<file path="config.mk">
export PLATFORM = sky130hd
export DESIGN_NAME = dmem_responder_flat
export DESIGN_NICKNAME = d
export VERILOG_FILES = /design/src/rtl/dmem_responder_if.sv /design/src/rtl/dmem_responder.sv /design/src/flat_wrapper.sv
export SDC_FILE = /design/constraint.sdc
export NUM_CORES = 2
export LEC_CHECK = 0
export CORE_MARGIN = 4
export CORE_UTILIZATION = 40
export CTS_CLUSTER_SIZE = 12
export DETAILED_ROUTE_END_ITERATION = 8
export DONT_BUFFER_PORTS = 1
export PLACE_DENSITY = 0.58
export SYNTH_ARGS = -nofsm -noshare
export SYNTH_HDL_FRONTEND = slang
export SYNTH_SLANG_ARGS = --single-unit
export TNS_END_PERCENT = 20
</file>
<file path="constraint.sdc">
create_clock -name clk -period 3.4 [get_ports clk]
set_input_delay 0.68 -clock clk [delete_from_list [all_inputs] [get_ports clk]]
set_output_delay 0.68 -clock clk [all_outputs]
set_load 0.01 [all_outputs]
</file>
<file path="src/rtl/dmem_responder_if.sv">
// Memory-stage load/store bus between the pipeline (master) and dmem_responder (slave).
// Signals:
//   memreadM   - load request, held while stallM=1
//   memwriteM  - store request, held while stallM=1
//   aluoutM    - byte address
//   writedataM - store data
//   readdataM  - load data (registered in the slave)
//   stallM     - combinational pipeline hold from the slave
//   adrerrM    - one-cycle misaligned-access pulse
interface dmem_responder_if;
    logic        memreadM;
    logic        memwriteM;
    logic [31:0] aluoutM;
    logic [31:0] writedataM;
    logic [31:0] readdataM;
    logic        stallM;
    logic        adrerrM;

    modport master (
        output memreadM, memwriteM, aluoutM, writedataM,
        input  readdataM, stallM, adrerrM
    );

    modport slave (
        input  memreadM, memwriteM, aluoutM, writedataM,
        output readdataM, stallM, adrerrM
    );
endinterface

</file>
<file path="src/rtl/dmem_responder.sv">
// Multi-cycle data-memory responder: word RAM behind the M-stage load/store bus.
// Each access stalls the pipeline for the request cycle plus LATENCY wait states,
// then completes in a one-cycle DONE state.
// Ports:
//   clk   - rising-edge clock
//   reset - synchronous active-high reset
//   bus   - slave side of dmem_responder_if (request in, readdataM/stallM/adrerrM out)
module dmem_responder #(
    parameter int unsigned DEPTH   = 64,
    parameter int unsigned LATENCY = 2
) (
    input  logic              clk,
    input  logic              reset,
    dmem_responder_if.slave   bus
);

    localparam int unsigned idxW = $clog2(DEPTH);
    localparam int unsigned cntW = 4;

    typedef enum logic [1:0] {
        sIdle = 2'd0,
        sWait = 2'd1,
        sDone = 2'd2
    } state_t;

    state_t            state;
    state_t            stateNext;
    logic [cntW-1:0]   cnt;
    logic [cntW-1:0]   cntNext;
    logic              doAccess;

    logic [31:0]       mem [DEPTH];
    logic [31:0]       readdataQ;
    logic              adrerrQ;

    logic              req;
    logic              misaligned;
    logic [idxW-1:0]   idx;
    logic              unusedAddr;

    // Request decode; upper address bits are dropped so addresses wrap modulo DEPTH
    assign req        = bus.memreadM | bus.memwriteM;
    assign misaligned = |bus.aluoutM[1:0];
    assign idx        = bus.aluoutM[idxW+1:2];
    assign unusedAddr = ^bus.aluoutM[31:idxW+2];

    // Next-state logic; doAccess marks the WAIT(cnt=0)->DONE edge where the access happens
    always_comb begin
        stateNext = state;
        cntNext   = cnt;
        doAccess  = 1'b0;
        unique case (state)
            sIdle: begin
                if (req) begin
                    stateNext = sWait;
                    cntNext   = cntW'(LATENCY - 1);
                end
            end
            sWait: begin
                if (!req) begin
                    stateNext = sIdle;
                end else if (cnt == '0) begin
                    stateNext = sDone;
                    doAccess  = 1'b1;
                end else begin
                    cntNext = cnt - cntW'(1);
                end
            end
            sDone: begin
                stateNext = sIdle;
            end
            default: begin
                stateNext = sIdle;
            end
        endcase
    end

    // State, counter and registered responses
    always_ff @(posedge clk) begin
        if (reset) begin
            state     <= sIdle;
            cnt       <= '0;
            readdataQ <= '0;
            adrerrQ   <= 1'b0;
        end else begin
            state   <= stateNext;
            cnt     <= cntNext;
            adrerrQ <= doAccess & misaligned;
            if (doAccess) begin
                // A store also returns the pre-write word
                readdataQ <= misaligned ? 32'h0 : mem[idx];
            end
        end
    end

    // RAM write port; contents survive reset
    always_ff @(posedge clk) begin
        if (!reset && doAccess && bus.memwriteM && !misaligned) begin
            mem[idx] <= bus.writedataM;
        end
    end

    assign bus.stallM    = req & (state != sDone);
    assign bus.readdataM = readdataQ;
    assign bus.adrerrM   = adrerrQ;

endmodule

</file>
<file path="src/flat_wrapper.sv">
// flat-port wrapper written by rule: the top's interface ports become plain ports
module dmem_responder_flat 
#(
    parameter int unsigned DEPTH   = 64,
    parameter int unsigned LATENCY = 2
)
  (clk, reset, bus_memreadM, bus_memwriteM, bus_aluoutM, bus_writedataM, bus_readdataM, bus_stallM, bus_adrerrM);
  dmem_responder_if bus_i ();
  input  logic clk;
  input  logic reset;
  input wire logic [$bits(bus_i.memreadM)-1:0] bus_memreadM;
  input wire logic [$bits(bus_i.memwriteM)-1:0] bus_memwriteM;
  input wire logic [$bits(bus_i.aluoutM)-1:0] bus_aluoutM;
  input wire logic [$bits(bus_i.writedataM)-1:0] bus_writedataM;
  output wire logic [$bits(bus_i.readdataM)-1:0] bus_readdataM;
  output wire logic [$bits(bus_i.stallM)-1:0] bus_stallM;
  output wire logic [$bits(bus_i.adrerrM)-1:0] bus_adrerrM;
  assign bus_i.memreadM = bus_memreadM;
  assign bus_i.memwriteM = bus_memwriteM;
  assign bus_i.aluoutM = bus_aluoutM;
  assign bus_i.writedataM = bus_writedataM;
  assign bus_readdataM = bus_i.readdataM;
  assign bus_stallM = bus_i.stallM;
  assign bus_adrerrM = bus_i.adrerrM;
  dmem_responder #(.DEPTH(DEPTH), .LATENCY(LATENCY)) u_core (.clk(clk), .reset(reset), .bus(bus_i));
endmodule
</file>
==> impl_metrics.csv <==
group,metric,value,unit
status,status,"finished with violations",
status,violations,"max-slew violations, negative setup slack",
synthesis,synth_top_area_cell,"edfxtp_1",
routing,post_drt_wl_per_cell,28.5,µm
synthesis,synth_top_area_share,76.8,%
sta,finalMaxSlewViolations,644,
cells_and_area,instances_no_fill,7013,
cells_and_area,post-route-cell-area,91700,µm²
synthesis,ys_top_cells_by_area,"edfxtp_1 (77%), mux4_2 (7.3%), a22oi_1 (3.0%)",
synthesis,syn_inst,4108,
sta,post-route-period-util,140,%
synthesis,synth_seq_cells,2087,
synthesis,synth_warnings,0,
cts,h-tree-depth,4,
floorplanning,io_pins,102,
cts,clock_latency,0.83,ns
global_routing,antenna_found_initial,4,
routing,drt_iter0_markers,4268,
synthesis,synthDistinctLibCells,57,
global_routing,grtUsageMet1,26.2,%
cells_and_area,synthToLayoutAreaGrowth,14.6,%
synthesis,seq_area_frac_synth,77.8,%
floorplanning,die_x,455,µm
synthesis,ys.flop_type,"edfxtp_1",
cts,clkSinkCount,2087,
global_routing,grt_busiest_layer,"met2",
cells_and_area,fillers,16600,
placement,dp_cells,6645,
sta,rsz0062_at_grt,"false",
power,p_per_area,555,nW/µm²
sta,setup_viol,2080,
global_routing,grt_pass1_vias,40000,
placement,gp_congestion,0.761,
flow_run,cap_viol_max_count,0,
cells_and_area,final_common_cell,"edfxtp_1",
setup_path,arrival,5.45,ns
sta,tns,-1639.34,ns
cts,cts_buffers,203,
placement,portBuffers,0,
routing,vias,40400,
placement,place_ws,0.270,ns
cts,ctsResizeCount,0,
global_routing,met2_usage,32.2,%
cells_and_area,final_util,46.3,%
floorplanning,fp-row-count,163,
sta,max_freq,210,MHz
cts,root_buffer,"clkbuf_16",
floorplanning,coreArea,198000,µm²
synthesis,syn_area,80100,µm²
global_routing,overflow,0,
sta,worst_pin_slew,4.53,ns
sta,finalClockSkew,0.0200,ns
routing,via_per_inst,5.76,
floorplanning,start_util,40.4,%
cts,cts_setup_buffers,0,
synthesis,avgSynthCellArea,19.5,µm²
cells_and_area,antenna_cells,0,
cells_and_area,fin_nets,4315,
setup_path,crit_path_max_fanout,689,
global_routing,grtUsageMet3,2.72,%
routing,ant_nets,0,
power,p_leak,28.0,nW
sta,maxSlewHeadroom,-202,%
routing,drc,0,
sta,post-route-min-period,4.76,ns
routing,wl,200,mm
sta,fin_ws,-1.36,ns
power,ir_drop,0.540,mV
sta,hold_viol,0,
setup_path,endpoint_kind,"flop",
cts,cts_tree,"yes",
synthesis,async_flop_share,0,%
routing,firstDrtPassIters,6,
cells_and_area,final_cell_mix,"edfxtp_1 (2048), a22oi_1 (325), mux4_2 (258)",
synthesis,synth-edff-count,2048,
worst_hold_path,hp-class,"input pin to flop",
setup_path,critical_path_required,4.08,ns
setup_path,crit_type,"input pin to flop",
cells_and_area,drive_gt1_share,22.0,%
global_routing,grt_pass1_wl,288,mm
placement,hpwlAfterDp,108,mm
setup_path,startpoint_type,"input pin",
global_routing,grt_max_degree,690,
floorplanning,die-area,207000,µm²
cts,clockBufferDepth,3,
synthesis,syn-num-nets,4177,
floorplanning,die_h,455,µm
global_routing,grt_util_all_layers,19.1,%
cts,clkTransAtPathRegs,0.06,ns
placement,dpl-instance-area,84900,µm²
flip-flops by register name, indices dropped and copies added, names as in the netlist:
register and count:
u_core.cnt 4, u_core.state 2, u_core.bus.readdataM 32, u_core.bus.adrerrM 1, u_core.mem 2048
stage by stage:
stage / power (mW) / hold WS (ns)
global placement: 30.2 / 0.486
detailed placement: 30.2 / 0.492
global route: 52.4 / 0.148
CTS: 51.2 / 0.103
finish: 50.9 / 0.179
floorplan: 30.1 / 0.460
critical path, cell delays in order:
cell,delay (ns)
mux2_2,1.49
a22oi_1,0.21
o22a_1,0.15
a21oi_1,0.12
nor4_1,0.57
o21ai_1,0.10
path summary, 6_finish.rpt:
| kind | from | endpoint | slack [ns] | depth (start not counted) |
|---|---|---|---|---|
| max | bus_aluoutM[4] | u_core.bus.readdataM[28] | -1.36 | 6 |
| min | bus_aluoutM[0] | u_core.bus.readdataM[29] | 0.18 | 3 |
| max reg2reg | u_core.cnt[0] | u_core.mem[5][7] | 0.36 | 10 |
| min reg2reg | u_core.cnt[1] | u_core.cnt[1] | 0.50 | 2 |
Yosys cell counts (20+ instances only):
cell       count
nor2_1       167
o21ai_1       30
clkbuf_1      70
buf_2        137
o22ai_1       35
o2111a_1      28
o211ai_1      29
edfxtp_1    2048
nand3_1       96
mux4_2       258
mux2i_1       89
a22o_1        29
buf_4         30
mux2_2       179
o21ai_0      153
o2bb2ai_1     28
a221oi_1      63
buf_6         20
a21oi_1      110
dfxtp_1       39
nand2_1       54
a22oi_1      325
routing by layer:
metal  vias to the layer above  share of wire, %  routed length [µm]
met4                         0               2.4                4780
met1                     21500                42               83400
li1                      17300                 -                   -
met3                       249               5.6               11100
met2                      1288                50              101000
met5                         -                 0                   0
logic make-up (layout without fill, tap and decap cells):
group	after synthesis	after routing	synth area share (%)
buffers and inverters	278	543	1.86
DFF	2087	2087	77.8
adders and majority gates	1	1	0.0156
and+or+nand+nor	360	360	2.01
muxes	527	527	10.9
AOI/OAI and AO/OA	855	855	7.41
area by class of cell:
class	instances	area (µm²)	share of cell area (%)
multi-input combinational	1743	16800	18.4
clock inverter	36	292	0.318
inverter	6	22.5	0.0246
timing repair buffer	205	3340	3.65
clock buffer	296	5630	6.13
sequential	2087	62300	67.9
tap	2640	3300	3.60
timing repair:
action,in CTS,in global routing
hold endpoints to repair,2041,0
hold buffers,36,0
endpoints found under the setup margin,0,0
power by group:
group,internal [mW],switching [mW],total [mW],leakage (nW)
registers,28.2,0.0266,28.3,18.7
logic,0.897,1.09,1.99,6.47
clock network,11.6,9.08,20.6,2.86
(Power assumes the default switching activity.)
